[src/rtl/controle_inimigos_if.sv]
// Control and rendering bus of the enemy-formation sequencer.
// The game side (master) drives the commands; the sequencer (slave) drives the renderer-facing state.
interface controle_inimigos_if;
  logic        frame_tick;
  logic        start;
  logic        pausa;
  logic        hit_valid;
  logic [2:0]  hit_idx;
  logic [49:0] inimigo_x;
  logic [49:0] inimigo_y;
  logic [0:4]  inimigo_vivo_array;
  logic        onda_limpa;
  logic        chegou_base;
  logic [2:0]  estado;

  modport master (
    output frame_tick, start, pausa, hit_valid, hit_idx,
    input  inimigo_x, inimigo_y, inimigo_vivo_array, onda_limpa, chegou_base, estado
  );

  modport slave (
    input  frame_tick, start, pausa, hit_valid, hit_idx,
    output inimigo_x, inimigo_y, inimigo_vivo_array, onda_limpa, chegou_base, estado
  );
endinterface

[src/rtl/controle_inimigos.sv]
// Five-enemy formation sequencer: marches the rigid formation on frame ticks, descends and
// reverses at the walls, tracks kills, and flags wave clear or invasion.
module controle_inimigos #(
  parameter int unsigned X_INICIAL   = 40,
  parameter int unsigned Y_INICIAL   = 40,
  parameter int unsigned ESPACAMENTO = 100,
  parameter int unsigned PASSO_X     = 4,
  parameter int unsigned PASSO_Y     = 16,
  parameter int unsigned X_MIN       = 0,
  parameter int unsigned X_MAX       = 600,
  parameter int unsigned Y_LIMITE    = 400,
  parameter int unsigned DIVISOR     = 4
) (
  input  logic                 CLOCK_50,
  input  logic                 reset,
  controle_inimigos_if.slave   bus
);

  localparam int unsigned N     = 5;
  localparam int unsigned CW    = 10;
  localparam int unsigned EW    = CW + 1;
  localparam int unsigned CNT_W = 16;

  typedef enum logic [2:0] {
    IDLE    = 3'd0,
    MARCHA  = 3'd1,
    DESCE   = 3'd2,
    VITORIA = 3'd3,
    INVASAO = 3'd4
  } estado_t;

  estado_t           r_state, w_nxt;
  logic [CW-1:0]     r_x [N];
  logic [CW-1:0]     r_y [N];
  logic [0:N-1]      r_vivo;
  logic              r_dir_esq;
  logic [CNT_W-1:0]  r_cnt;
  logic              r_onda;
  logic              r_base;

  logic              w_load, w_move, w_desce, w_cnt_inc, w_cnt_clr, w_kill, w_tick;
  logic              w_bate, w_invade;
  logic [CW-1:0]     w_max_x, w_min_x;

  function automatic logic [CW-1:0] x_inicial(input int unsigned idx);
    return CW'(X_INICIAL + idx * ESPACAMENTO);
  endfunction

  // Wall and base-line tests look only at living enemies, using pre-hit vivo
  always_comb begin
    w_max_x  = '0;
    w_min_x  = '1;
    w_invade = 1'b0;
    for (int i = 0; i < N; i++) begin
      if (r_vivo[i]) begin
        if (r_x[i] > w_max_x) w_max_x = r_x[i];
        if (r_x[i] < w_min_x) w_min_x = r_x[i];
        if ((EW'(r_y[i]) + EW'(PASSO_Y)) >= EW'(Y_LIMITE)) w_invade = 1'b1;
      end
    end
    w_bate = r_dir_esq ? (EW'(w_min_x) < EW'(X_MIN + PASSO_X))
                       : ((EW'(w_max_x) + EW'(PASSO_X)) > EW'(X_MAX));
  end

  // Next-state and datapath controls
  always_comb begin
    w_nxt     = r_state;
    w_load    = 1'b0;
    w_move    = 1'b0;
    w_desce   = 1'b0;
    w_cnt_inc = 1'b0;
    w_cnt_clr = 1'b0;
    w_tick    = bus.frame_tick && !bus.pausa;
    w_kill    = bus.hit_valid && (bus.hit_idx <= 3'd4) &&
                ((r_state == MARCHA) || (r_state == DESCE));
    case (r_state)
      IDLE, VITORIA, INVASAO: begin
        if (bus.start) begin
          w_load = 1'b1;
          w_nxt  = MARCHA;
        end
      end
      MARCHA: begin
        if (r_vivo == '0) begin
          w_nxt = VITORIA;
        end else if (w_tick) begin
          if (r_cnt == CNT_W'(DIVISOR - 1)) begin
            w_cnt_clr = 1'b1;
            if (w_bate) w_nxt  = DESCE;
            else        w_move = 1'b1;
          end else begin
            w_cnt_inc = 1'b1;
          end
        end
      end
      DESCE: begin
        if (r_vivo == '0) begin
          w_nxt = VITORIA;
        end else begin
          w_desce = 1'b1;
          w_nxt   = w_invade ? INVASAO : MARCHA;
        end
      end
      default: w_nxt = IDLE;
    endcase
  end

  always_ff @(posedge CLOCK_50 or negedge reset) begin
    if (!reset) begin
      r_state <= IDLE;
      r_onda  <= 1'b0;
      r_base  <= 1'b0;
    end else begin
      r_state <= w_nxt;
      r_onda  <= (w_nxt == VITORIA);
      r_base  <= (w_nxt == INVASAO);
    end
  end

  // Formation datapath: all five enemies move together, dead ones included
  always_ff @(posedge CLOCK_50 or negedge reset) begin
    if (!reset) begin
      for (int i = 0; i < N; i++) begin
        r_x[i] <= x_inicial(i);
        r_y[i] <= CW'(Y_INICIAL);
      end
      r_vivo    <= '0;
      r_dir_esq <= 1'b0;
      r_cnt     <= '0;
    end else if (w_load) begin
      for (int i = 0; i < N; i++) begin
        r_x[i] <= x_inicial(i);
        r_y[i] <= CW'(Y_INICIAL);
      end
      r_vivo    <= '1;
      r_dir_esq <= 1'b0;
      r_cnt     <= '0;
    end else begin
      if (w_cnt_clr)      r_cnt <= '0;
      else if (w_cnt_inc) r_cnt <= r_cnt + CNT_W'(1);
      if (w_move) begin
        for (int i = 0; i < N; i++)
          r_x[i] <= r_dir_esq ? (r_x[i] - CW'(PASSO_X)) : (r_x[i] + CW'(PASSO_X));
      end
      if (w_desce) begin
        for (int i = 0; i < N; i++) r_y[i] <= r_y[i] + CW'(PASSO_Y);
        r_dir_esq <= ~r_dir_esq;
      end
      if (w_kill) r_vivo[bus.hit_idx] <= 1'b0;
    end
  end

  for (genvar g = 0; g < N; g++) begin : g_pack
    assign bus.inimigo_x[CW*g +: CW] = r_x[g];
    assign bus.inimigo_y[CW*g +: CW] = r_y[g];
  end

  assign bus.inimigo_vivo_array = r_vivo;
  assign bus.onda_limpa         = r_onda;
  assign bus.chegou_base        = r_base;
  assign bus.estado             = r_state;

endmodule

[src/flat_wrapper.sv]
// flat-port wrapper written by rule: the top's interface ports become plain ports
module controle_inimigos_flat 
#(
  parameter int unsigned X_INICIAL   = 40,
  parameter int unsigned Y_INICIAL   = 40,
  parameter int unsigned ESPACAMENTO = 100,
  parameter int unsigned PASSO_X     = 4,
  parameter int unsigned PASSO_Y     = 16,
  parameter int unsigned X_MIN       = 0,
  parameter int unsigned X_MAX       = 600,
  parameter int unsigned Y_LIMITE    = 400,
  parameter int unsigned DIVISOR     = 4
)
  (CLOCK_50, reset, bus_frame_tick, bus_start, bus_pausa, bus_hit_valid, bus_hit_idx, bus_inimigo_x, bus_inimigo_y, bus_inimigo_vivo_array, bus_onda_limpa, bus_chegou_base, bus_estado);
  controle_inimigos_if bus_i ();
  input  logic CLOCK_50;
  input  logic reset;
  input wire logic [$bits(bus_i.frame_tick)-1:0] bus_frame_tick;
  input wire logic [$bits(bus_i.start)-1:0] bus_start;
  input wire logic [$bits(bus_i.pausa)-1:0] bus_pausa;
  input wire logic [$bits(bus_i.hit_valid)-1:0] bus_hit_valid;
  input wire logic [$bits(bus_i.hit_idx)-1:0] bus_hit_idx;
  output wire logic [$bits(bus_i.inimigo_x)-1:0] bus_inimigo_x;
  output wire logic [$bits(bus_i.inimigo_y)-1:0] bus_inimigo_y;
  output wire logic [$bits(bus_i.inimigo_vivo_array)-1:0] bus_inimigo_vivo_array;
  output wire logic [$bits(bus_i.onda_limpa)-1:0] bus_onda_limpa;
  output wire logic [$bits(bus_i.chegou_base)-1:0] bus_chegou_base;
  output wire logic [$bits(bus_i.estado)-1:0] bus_estado;
  assign bus_i.frame_tick = bus_frame_tick;
  assign bus_i.start = bus_start;
  assign bus_i.pausa = bus_pausa;
  assign bus_i.hit_valid = bus_hit_valid;
  assign bus_i.hit_idx = bus_hit_idx;
  assign bus_inimigo_x = bus_i.inimigo_x;
  assign bus_inimigo_y = bus_i.inimigo_y;
  assign bus_inimigo_vivo_array = bus_i.inimigo_vivo_array;
  assign bus_onda_limpa = bus_i.onda_limpa;
  assign bus_chegou_base = bus_i.chegou_base;
  assign bus_estado = bus_i.estado;
  controle_inimigos #(.X_INICIAL(X_INICIAL), .Y_INICIAL(Y_INICIAL), .ESPACAMENTO(ESPACAMENTO), .PASSO_X(PASSO_X), .PASSO_Y(PASSO_Y), .X_MIN(X_MIN), .X_MAX(X_MAX), .Y_LIMITE(Y_LIMITE), .DIVISOR(DIVISOR)) u_core (.CLOCK_50(CLOCK_50), .reset(reset), .bus(bus_i));
endmodule
[config.mk]
export PLATFORM = sky130hd
export DESIGN_NAME = controle_inimigos_flat
export DESIGN_NICKNAME = d
export VERILOG_FILES = /design/src/rtl/controle_inimigos_if.sv /design/src/rtl/controle_inimigos.sv /design/src/flat_wrapper.sv
export SDC_FILE = /design/constraint.sdc
export NUM_CORES = 1
export LEC_CHECK = 0
export ABC_AREA = 1
export CAP_MARGIN = 20
export CORE_UTILIZATION = 50
export CTS_BUF_LIST = sky130_fd_sc_hd__clkbuf_4
export CTS_CLUSTER_DIAMETER = 120
export DETAILED_ROUTE_END_ITERATION = 7
export GPL_TIMING_DRIVEN = 0
export PLACE_DENSITY = 0.77
export SLEW_MARGIN = 5
export SYNTH_ARGS = -nofsm -noshare
export SYNTH_HDL_FRONTEND = slang
export SYNTH_SLANG_ARGS = --single-unit
[constraint.sdc]
create_clock -name CLOCK_50 -period 6.85 [get_ports CLOCK_50]
set_input_delay 1.0275 -clock CLOCK_50 [delete_from_list [all_inputs] [get_ports CLOCK_50]]
set_output_delay 1.0275 -clock CLOCK_50 [all_outputs]
set_load 0.02 [all_outputs]
==> reports/results.tsv <==
metric	value	unit
Avg WL per Cell	16.6	um
Worst EP required	7.23	ns
Seq/Total Area, Yosys	28.6	%
clock slew at reported path FFs	0.16	ns
Post-synth ARST share	100	%
root buffer cell	clkbuf_4	
Die H	134	um
Initial Util	51.7	%
WHS	0.524	ns
max incr delay on CP	0.49	ns
H-tree Lvls	3	
Setup Crit Path Kind	reg2reg	
DR vias	8952	
hpwl dp	18100	um
FF-to-FF Start	u_core.bus.inimigo_vivo_array[0]$_DFFE_PN0P_	
FP Rows	47	
Routed WL	26300	um
Post-Synthesis Cell Area	8670	sq um
CP arrival	7.44	ns
largest area contributor in the netlist	dfrtp_1	
Achievable Freq	142	MHz
Via density	5.66	
cts hold-fix bufs	0	
gp weighted congestion	0.901	
Clock Skew	0.0338	ns
status	finished, violations left	
worst skew pair latency	0.48	ns
die area	17900	sq um
min Tclk post-route	7.06	ns
fill count	1365	
initial antenna violation count	1	
CTS Buf Count	9	
commonest non-fill, non-tap cell in the layout	nand2_1	
HP Class	reg2reg	
EDFF count, synth	0	
Hold Crit Start	u_core.bus.inimigo_y[45]$_DFFE_PN1P_	
GRT Util Overall	27.3	%
initial DRC count	661	
Critical Path Start	u_core.bus.inimigo_vivo_array[0]$_DFFE_PN0P_	
post-synth cell types	51	
GRT busiest layer	met2	
Mapped Cells	1181	
drc violations	0	
Crit. End Element	flip-flop	
Area Growth Syn to Fin	29.8	%
IO Pins	119	
R2R Setup Slk	-0.21	ns
post-route setup TNS	-6.67	ns
RSZ-0062 raised after global routing	yes	
Core ar.	16800	sq um
CP max FO	8	
final worst-path cycle share	103	%
buffer depth of the longest clock path	2	
Avg Cell Area, Syn	7.34	sq um
drt pass-1 iters	5	
pin count of the biggest net entering global routing	52	
Final setup viols	42	
clock sink count	98	
met2 usage	46.7	%
grt ovf	0	
Slew Viols, Final	0	
first-pass GRT wire length	39100	um
violated checks	setup timing	
CTS tree	yes	
Synth area leaders	dfrtp_1, ha_1, nand2_1	
Setup crit start kind	flip-flop	
synth warn	0	
post-route worst setup slack	-0.210	ns
met3 usage in global routing	4.15	%
most frequent cells in the layout	nand2_1, inv_1, nand3_1	
I/O Buffers	93	
measured slew at the worst slew-check pin	1.05	ns
Die Wd	134	um
number of global-route vias before repair	8193	
Layout Nets	1473	
Synth top area share	21.4	%
flop and latch count out of synthesis	98	
Final Hold Fails	0	
layout cells sized above 1	17.7	%
Max-cap violations	0	
Crit-path slowest cell	dfrtp_2	
GR Util met1	35.3	%
Antenna Nets Post-Route	0	
Worst path most repeated cell	nand2_1	
Slew HR	29.6	%
Post-synth top flop	dfrtp_1	
-- timing repair --
item	CTS	global route
pin swaps	11	63
resized for setup	58	115
setup buffers	12	25
setup endpoints to repair	42	42
hold endpoints to repair	0	0
cloned	1	6
-- kinds of logic after synthesis --
group,count (synthesis),share of synthesized area (%)
simple gates,539,27.4
compound gates,196,12.9
buf+inv,188,9.79
fa+ha+maj,109,16.2
flops,98,28.6
xor+xnor,50,5.05
other cells,1,0.0433
-- critical path, delay by kind of cell (launching register included) --
kind	cells	cell delay, ns
compound gates	8	1.53
fa+ha+maj	5	1.28
flops	1	0.49
simple gates	31	2.77
buf+inv	7	0.92
-- cells in the mapped netlist, types with 24 or more instances --
| cell | count |
|---|---|
| a21oi_1 | 63 |
| nor2_1 | 84 |
| ha_1 | 104 |
| nand4_1 | 27 |
| buf_4 | 29 |
| inv_1 | 119 |
| dfrtp_1 | 74 |
| xor2_1 | 37 |
| o21ai_0 | 74 |
| dfstp_2 | 24 |
| nand3_1 | 121 |
| nand2_1 | 255 |
-- routing by layer --
metal / vias to the layer above / routed length [um]
met5: - / 0
met4: 0 / 710
met3: 73 / 1770
met2: 341 / 12700
met1: 4230 / 11100
li1: 4308 / -
-- path summary, 6_finish.rpt --
path | depth (start not counted) | endpoint
hold reg to reg | 2 | u_core.bus.inimigo_y[45]$_DFFE_PN1P_
max in group asynchronous | 2 | u_core.bus.inimigo_x[36]$_DFFE_PN1P_
setup reg to reg | 51 | u_core.bus.inimigo_x[45]$_DFFE_PN1P_
min in group asynchronous | 1 | u_core.bus.inimigo_y[34]$_DFFE_PN0P_
setup / recovery | 51 | u_core.bus.inimigo_x[45]$_DFFE_PN1P_
hold / removal | 2 | u_core.bus.inimigo_y[45]$_DFFE_PN1P_
-- state kept, by name, indices dropped and copies added (netlist names) --
name	cells
u_core.bus.inimigo_vivo_array	5
u_core.r_cnt	16
u_core.r_dir_esq	1
u_core.bus.inimigo_y	31
u_core.bus.onda_limpa	1
u_core.bus.inimigo_x	40
u_core.bus.chegou_base	1
u_core.bus.estado	3
-- cell type report --
type                    instances  area [sq um]  share of cell area, %
diodes                          1          2.50                 0.0222
clock inverters                 7          57.6                  0.512
multi-input cells             920          6000                   53.3
repair buffers                138          1410                   12.6
clock buffers                   9          67.6                  0.600
flip-flops and latches         98          2490                   22.1
plain buffers                  63           472                   4.19
well taps                     220           275                   2.45
inverters                     125           479                   4.26
-- through the flow --
step | util [%] | instances | cell area (sq um) | setup WS (ns)
floorplan | - | 1205 | 8760 | 0.0397
global placement | 59.4 | 1518 | 9960 | -0.995
detailed placement | 59.6 | 1519 | 9990 | -1.11
CTS | 61.7 | 1548 | 10300 | 0.00761
global route | 67.1 | 1581 | 11300 | -0.607
finish | 67.1 | 1581 | 11300 | -0.210
Power is left out: the tool's default activity adds up to more than one toggle a clock period on the data nets, which glitch-free logic cannot reach.
